**config.mk**
```make
export PLATFORM = sky130hd
export DESIGN_NAME = booth_div_seq_flat
export DESIGN_NICKNAME = d
export VERILOG_FILES = /design/src/rtl/booth_div_seq_if.sv /design/src/rtl/booth_div_seq.sv /design/src/flat_wrapper.sv
export SDC_FILE = /design/constraint.sdc
export NUM_CORES = 1
export LEC_CHECK = 0
export ABC_AREA = 0
export BUFFER_PORTS_ARGS = -buffer_cell sky130_fd_sc_hd__buf_4
export CAP_MARGIN = 0
export CELL_PAD_IN_SITES_DETAIL_PLACEMENT = 1
export CELL_PAD_IN_SITES_GLOBAL_PLACEMENT = 1
export CORE_UTILIZATION = 35
export DETAILED_ROUTE_END_ITERATION = 10
export GPL_ROUTABILITY_DRIVEN = 0
export PLACE_DENSITY_LB_ADDON = 0.05
export SLEW_MARGIN = 0
export SYNTH_ARGS = -nofsm -noshare
export SYNTH_HDL_FRONTEND = slang
export SYNTH_SLANG_ARGS = --single-unit
```
**constraint.sdc**
```tcl
create_clock -name clk -period 5.5 [get_ports clk]
set_input_delay 0.55 -clock clk [delete_from_list [all_inputs] [get_ports clk]]
set_output_delay 0.55 -clock clk [all_outputs]
set_load 0.02 [all_outputs]
```
**src/rtl/booth_div_seq_if.sv**
```systemverilog
// Handshake and operand/result bundle for the sequential signed divider.
interface booth_div_seq_if #(
  parameter int WIDTH = 4
);
  logic             start;
  logic [WIDTH-1:0] dividend;
  logic [WIDTH-1:0] divisor;
  logic             busy;
  logic             done;
  logic [WIDTH-1:0] quotient;
  logic [WIDTH-1:0] remainder;
  logic             div_by_zero;
  logic             overflow;

  modport master (
    output start, dividend, divisor,
    input  busy, done, quotient, remainder, div_by_zero, overflow
  );

  modport slave (
    input  start, dividend, divisor,
    output busy, done, quotient, remainder, div_by_zero, overflow
  );
endinterface

```
**src/rtl/booth_div_seq.sv**
```systemverilog
// Sequential signed divider: restoring shift-subtract on operand magnitudes,
// followed by sign correction and divide-by-zero / overflow handling.
module booth_div_seq #(
  parameter int WIDTH = 4
) (
  input logic           clk,
  input logic           rst,
  booth_div_seq_if.slave bus
);
  localparam int CW = $clog2(WIDTH + 1);
  localparam logic [WIDTH-1:0] MOST_NEG = {1'b1, {(WIDTH-1){1'b0}}};
  localparam logic [WIDTH-1:0] ONE      = WIDTH'(1);

  typedef enum logic [1:0] {IDLE, CALC, FIX, DONE} state_t;
  state_t state, state_next;

  logic             sign_q, sign_r;
  logic [WIDTH-1:0] dvd_raw, dvs_abs;
  logic [WIDTH-1:0] p, q;
  logic [CW-1:0]    cnt;
  logic [WIDTH-1:0] quo_r, rem_r;
  logic             dbz_r, ovf_r;

  logic [WIDTH-1:0] dvd_abs_in, dvs_abs_in;
  logic [WIDTH:0]   p_sh;
  logic             ge;
  logic [WIDTH-1:0] p_next;

  always_ff @(posedge clk or posedge rst) begin
    if (rst) state <= IDLE;
    else     state <= state_next;
  end

  // CALC holds one extra cycle at cnt==0 so done lands WIDTH+2 edges after start.
  always_comb begin
    state_next = state;
    unique case (state)
      IDLE:    if (bus.start) state_next = CALC;
      CALC:    if (cnt == '0) state_next = FIX;
      FIX:     state_next = DONE;
      DONE:    state_next = IDLE;
      default: state_next = IDLE;
    endcase
  end

  always_comb begin
    dvd_abs_in = bus.dividend[WIDTH-1] ? -bus.dividend : bus.dividend;
    dvs_abs_in = bus.divisor[WIDTH-1]  ? -bus.divisor  : bus.divisor;
    p_sh       = {p, q[WIDTH-1]};
    ge         = (p_sh >= {1'b0, dvs_abs});
    p_next     = ge ? WIDTH'(p_sh - {1'b0, dvs_abs}) : p_sh[WIDTH-1:0];
  end

  always_ff @(posedge clk or posedge rst) begin
    if (rst) begin
      sign_q  <= 1'b0;
      sign_r  <= 1'b0;
      dvd_raw <= '0;
      dvs_abs <= '0;
      p       <= '0;
      q       <= '0;
      cnt     <= '0;
      quo_r   <= '0;
      rem_r   <= '0;
      dbz_r   <= 1'b0;
      ovf_r   <= 1'b0;
    end else begin
      unique case (state)
        IDLE: if (bus.start) begin
          sign_q  <= bus.dividend[WIDTH-1] ^ bus.divisor[WIDTH-1];
          sign_r  <= bus.dividend[WIDTH-1];
          dvd_raw <= bus.dividend;
          dvs_abs <= dvs_abs_in;
          p       <= '0;
          q       <= dvd_abs_in;
          cnt     <= CW'(WIDTH);
        end
        CALC: if (cnt != '0) begin
          p   <= p_next;
          q   <= {q[WIDTH-2:0], ge};
          cnt <= cnt - CW'(1);
        end
        FIX: begin
          if (dvs_abs == '0) begin
            quo_r <= '1;
            rem_r <= dvd_raw;
            dbz_r <= 1'b1;
            ovf_r <= 1'b0;
          end else begin
            quo_r <= sign_q ? -q : q;
            rem_r <= sign_r ? -p : p;
            dbz_r <= 1'b0;
            // Divisor sign is sign_q ^ sign_r; the wrapped quotient is already correct.
            ovf_r <= (dvd_raw == MOST_NEG) && (dvs_abs == ONE) && (sign_q ^ sign_r);
          end
        end
        default: ;
      endcase
    end
  end

  assign bus.busy        = (state == CALC) || (state == FIX);
  assign bus.done        = (state == DONE);
  assign bus.quotient    = quo_r;
  assign bus.remainder   = rem_r;
  assign bus.div_by_zero = dbz_r;
  assign bus.overflow    = ovf_r;
endmodule

```
**src/flat_wrapper.sv**
```systemverilog
// flat-port wrapper written by rule: the top's interface ports become plain ports
module booth_div_seq_flat 
#(
  parameter int WIDTH = 4
)
  (clk, rst, bus_start, bus_dividend, bus_divisor, bus_busy, bus_done, bus_quotient, bus_remainder, bus_div_by_zero, bus_overflow);
  booth_div_seq_if #(.WIDTH(WIDTH)) bus_i ();
  input logic clk;
  input logic rst;
  input wire logic [$bits(bus_i.start)-1:0] bus_start;
  input wire logic [$bits(bus_i.dividend)-1:0] bus_dividend;
  input wire logic [$bits(bus_i.divisor)-1:0] bus_divisor;
  output wire logic [$bits(bus_i.busy)-1:0] bus_busy;
  output wire logic [$bits(bus_i.done)-1:0] bus_done;
  output wire logic [$bits(bus_i.quotient)-1:0] bus_quotient;
  output wire logic [$bits(bus_i.remainder)-1:0] bus_remainder;
  output wire logic [$bits(bus_i.div_by_zero)-1:0] bus_div_by_zero;
  output wire logic [$bits(bus_i.overflow)-1:0] bus_overflow;
  assign bus_i.start = bus_start;
  assign bus_i.dividend = bus_dividend;
  assign bus_i.divisor = bus_divisor;
  assign bus_busy = bus_i.busy;
  assign bus_done = bus_i.done;
  assign bus_quotient = bus_i.quotient;
  assign bus_remainder = bus_i.remainder;
  assign bus_div_by_zero = bus_i.div_by_zero;
  assign bus_overflow = bus_i.overflow;
  booth_div_seq #(.WIDTH(WIDTH)) u_core (.clk(clk), .rst(rst), .bus(bus_i));
endmodule
```
==> flow_summary.yaml <==
outcome:
  status: "finished, final reports clean"
yosys:
  synth_compound_gate_area_share_pct: 16.3
  synth-edff-count: 0
  synthAdderAreaFrac_pct: 10.4
  synth_async_sr_flop_share_pct: 100
  synth_xor_xnor_area_share_pct: 3.72
  synth.distinct_cells: 40
  synth_top_flop_cell: "sky130_fd_sc_hd__dfrtp_1"
  synthSimpleGateAreaFrac_pct: 15.7
  combinational_family_with_the_most_area_after_synthesis: "compound AO/OA/AOI/OAI gates"
  synthesis.yosys.warnings: 0
  syn_area_um2: 1890
  synth-seq-cells: 32
  post_synth_mux_area_share_pct: 5.64
  syn_nets: 222
  synth_seq_area_share_pct: 42.5
  syn-mean-instance-area_um2: 9.62
  syn_inst: 196
clock_network:
  post_cts_resized: 0
  cts.sink_count: 32
  clock_insertion_delay_at_the_later_pin_of_the_skew_report_ps: 290
  root_buffer: "sky130_fd_sc_hd__clkbuf_8"
  post_cts.repair.setup_buffers: 0
  tritoncts: "done"
  cts-buffers-inserted: 5
  clock_path_buffers: 2
  cts_max_level: 2
  clkSlewWorstSetupHoldPaths_ps: 70
  hold_bufs_inserted_after_cts: 0
route:
  vias: 1487
  vias_per_cell: 5.13
  postRouteWirelength_um: 4460
  drt-pass1-iter-count: 4
  wire_per_inst_um: 15.4
  drt.antenna.violating_nets: 0
  initialDrtViolationCount: 52
  post-route-drc-count: 0
finish:
  footprint_of_the_multi_input_gates_um2: 975
  post_route_cells_drive_above_1_share_pct: 17.3
  antennaDiodeCount: 0
  final_area_um2: 2210
  fin_nets: 246
  fillers: 642
  syn2layout_area_growth_pct: 17.3
  final-seq-area_um2: 801
critical_path:
  worstPathRequired_ps: 5670
  critPathMaxFanout: 13
  startpoint_type: "register"
  timing.critical_path.slowest_cell_delay_ps: 740
  worst-path-stages: 6
  kind_of_end_point_of_the_critical_path: "register"
  r2r_cells: 6
  crit_chain: "inv_1 > ha_1 > and3b_1 > a31oi_1 > nor2_1 > a221o_1"
  worstPathArrival_ps: 2590
  timing.rr.start: "u_core.state[1]"
  buffers_inverters_on_critical_path: 1
  critPathSlowestCell: "sky130_fd_sc_hd__a31oi_1"
  cpLargestDelayFamily: "compound AO/OA/AOI/OAI gates"
  timing.critical_path.from: "u_core.state[1]"
  worstSetupPathType: "reg -> reg"
grt:
  initial_antenna_violation_count: 0
  overflow: 0
  first_pass_grt_wire_length_um: 7380
  via_count_of_the_first_global_routing_pass: 1487
  gr-usage-all-layers_pct: 17.6
  grt_max_degree: 33
floorplan:
  initial_utilization_pct: 36.7
  die_h_um: 75.4
  fp.dieArea_um2: 5690
  io_pins: 23
  floorplan.core_area_um2: 5140
  fp-row-count: 26
  floorplan.die.width_um: 75.4
timing:
  final_max_slew_viol_count: 0
  final.setup_skew_ps: 4.28
  finalSetupViolations: 0
  timing.final.crit_period_ps: 2430
  timing.fmax_ghz: 0.412
  worst_slew_pin_slew_ps: 1010
  timing_hold_violations_final: 0
  maxSlewHeadroom_pct: 32.6
  setup_tns_ps: 0
  finalCritPeriodShare_pct: 44.1
  grt_setup_unrepaired: "no"
power:
  pwr_density_cell_nw_per_um2: 636
  power.leakage_nw: 1.02
  ir_drop_v: 0.000235
placement:
  placement.io_buffers: 22
  dpl_cell_area_um2: 2110
  post_detail_place_hpwl_um: 3480
job:
  drv_cap: 0
min_path:
  hold_wc_path_type: "in -> async"
[worst min-delay path, delay by kind of cell]
kind,cells,cell delay (ps)
buffers and inverters,3,510
[cell families after synthesis]
| family | after synthesis |
|---|---|
| buf+inv | 27 |
| fa+ha+maj | 15 |
| mux | 10 |
| xor+xnor | 8 |
| simple gates | 57 |
| flops | 32 |
| compound gates | 47 |
[registers in the layout, summed over array words and instances, names as in the netlist]
signal,cells
u_core.bus.quotient,4
u_core.bus.remainder,4
u_core.dvd_raw,4
u_core.dvs_abs,4
u_core.p,4
u_core.q,4
u_core.cnt,3
u_core.state,2
u_core.bus.div_by_zero,1
u_core.bus.overflow,1
u_core.sign_q,1
[cell usage after synthesis (2+ instances only)]
master                     number  area (um2)
sky130_fd_sc_hd__nor2_1         9        33.8
sky130_fd_sc_hd__nand2b_1       3        18.8
sky130_fd_sc_hd__a211oi_1       3        22.5
sky130_fd_sc_hd__mux2i_1        5        50.1
sky130_fd_sc_hd__mux2_2         5        56.3
sky130_fd_sc_hd__ha_1          14         175
sky130_fd_sc_hd__nor2b_1        4        25.0
sky130_fd_sc_hd__o31ai_1        2        15.0
sky130_fd_sc_hd__nand3_1        3        15.0
sky130_fd_sc_hd__o211ai_1       4        30.0
sky130_fd_sc_hd__xnor2_1        7        61.3
sky130_fd_sc_hd__a21oi_1        3        15.0
sky130_fd_sc_hd__or3_1          2        12.5
sky130_fd_sc_hd__nor4_1         4        25.0
sky130_fd_sc_hd__o21ai_0       19        95.1
sky130_fd_sc_hd__a32o_1         2        20.0
sky130_fd_sc_hd__and3b_1        2        17.5
sky130_fd_sc_hd__o21a_1         2        15.0
sky130_fd_sc_hd__clkbuf_1       4        15.0
sky130_fd_sc_hd__nand2_1       22        82.6
sky130_fd_sc_hd__dfrtp_1       32         801
sky130_fd_sc_hd__nand4b_1       2        17.5
sky130_fd_sc_hd__inv_1         21        78.8
sky130_fd_sc_hd__a31oi_1        6        37.5
[metrics by stage]
stage / utilization (%) / worst slack (ps) / cells / hold slack (ps) / power (mW)
floorplan: - / 3710 / 196 / 450 / 0.996
global placement: 41.1 / 3220 / 283 / 487 / 1.19
detailed placement: 41.1 / 3070 / 283 / 497 / 1.22
CTS: 43.0 / 3060 / 290 / 370 / 1.43
global route: 43.0 / 2890 / 290 / 391 / 1.54
finish: 43.0 / 3070 / 290 / 346 / 1.41
[layout by cell type, fill, tap and decap left out, drive strengths merged, types with 2 or more instances in the layout]
| cell type | synthesis | final |
|---|---|---|
| o21a | 2 | 2 |
| nand2 | 22 | 22 |
| a211oi | 3 | 3 |
| mux2i | 5 | 5 |
| clkbuf | 4 | 7 |
| nand4 | 2 | 2 |
| o21ai | 19 | 19 |
| a32o | 2 | 2 |
| dfrtp | 32 | 32 |
| nor2 | 9 | 9 |
| nor4 | 4 | 4 |
| o211ai | 4 | 4 |
| inv | 21 | 21 |
| and3b | 2 | 2 |
| o31ai | 2 | 2 |
| a31oi | 6 | 6 |
| nand3 | 3 | 3 |
| or3 | 2 | 2 |
| nor2b | 4 | 4 |
| buf | 2 | 23 |
| mux2 | 5 | 5 |
| ha | 14 | 14 |
| a21oi | 3 | 3 |
| xnor2 | 7 | 7 |
| nand4b | 2 | 2 |
| nand2b | 3 | 3 |
[path summary, 6_finish.rpt]
kind                                           to  slack [ps]
max                                   u_core.q[3]        3070
min                        u_core.bus.quotient[3]         350
max reg2reg                           u_core.q[3]        3070
min reg2reg                         u_core.cnt[0]         510
max in group asynchronous  u_core.bus.div_by_zero        4840
min in group clk                    u_core.cnt[0]         510
[layer usage]
layer  vias up  wire (um)  track usage (%)
met4         0         61             6.17
li1        736          -                -
met3         7        159             3.84
met1       719       2150             23.7
met5         -          0                0
met2        25       2090             28.1
[report_power, final]
part | switching [mW] | internal, mW | total, mW
Sequential | 0.112 | 0.344 | 0.456
Combinational | 0.428 | 0.322 | 0.750
Clock | 0.0877 | 0.111 | 0.199
[layout make-up]
cell class | instances | area share (%)
clock buffers | 7 | 4.36
inverters | 21 | 3.57
multi-input cells | 137 | 44.1
flip-flops and latches | 32 | 36.2
well taps | 70 | 3.96
repair buffers | 23 | 7.81
(Power assumes the default switching activity.)
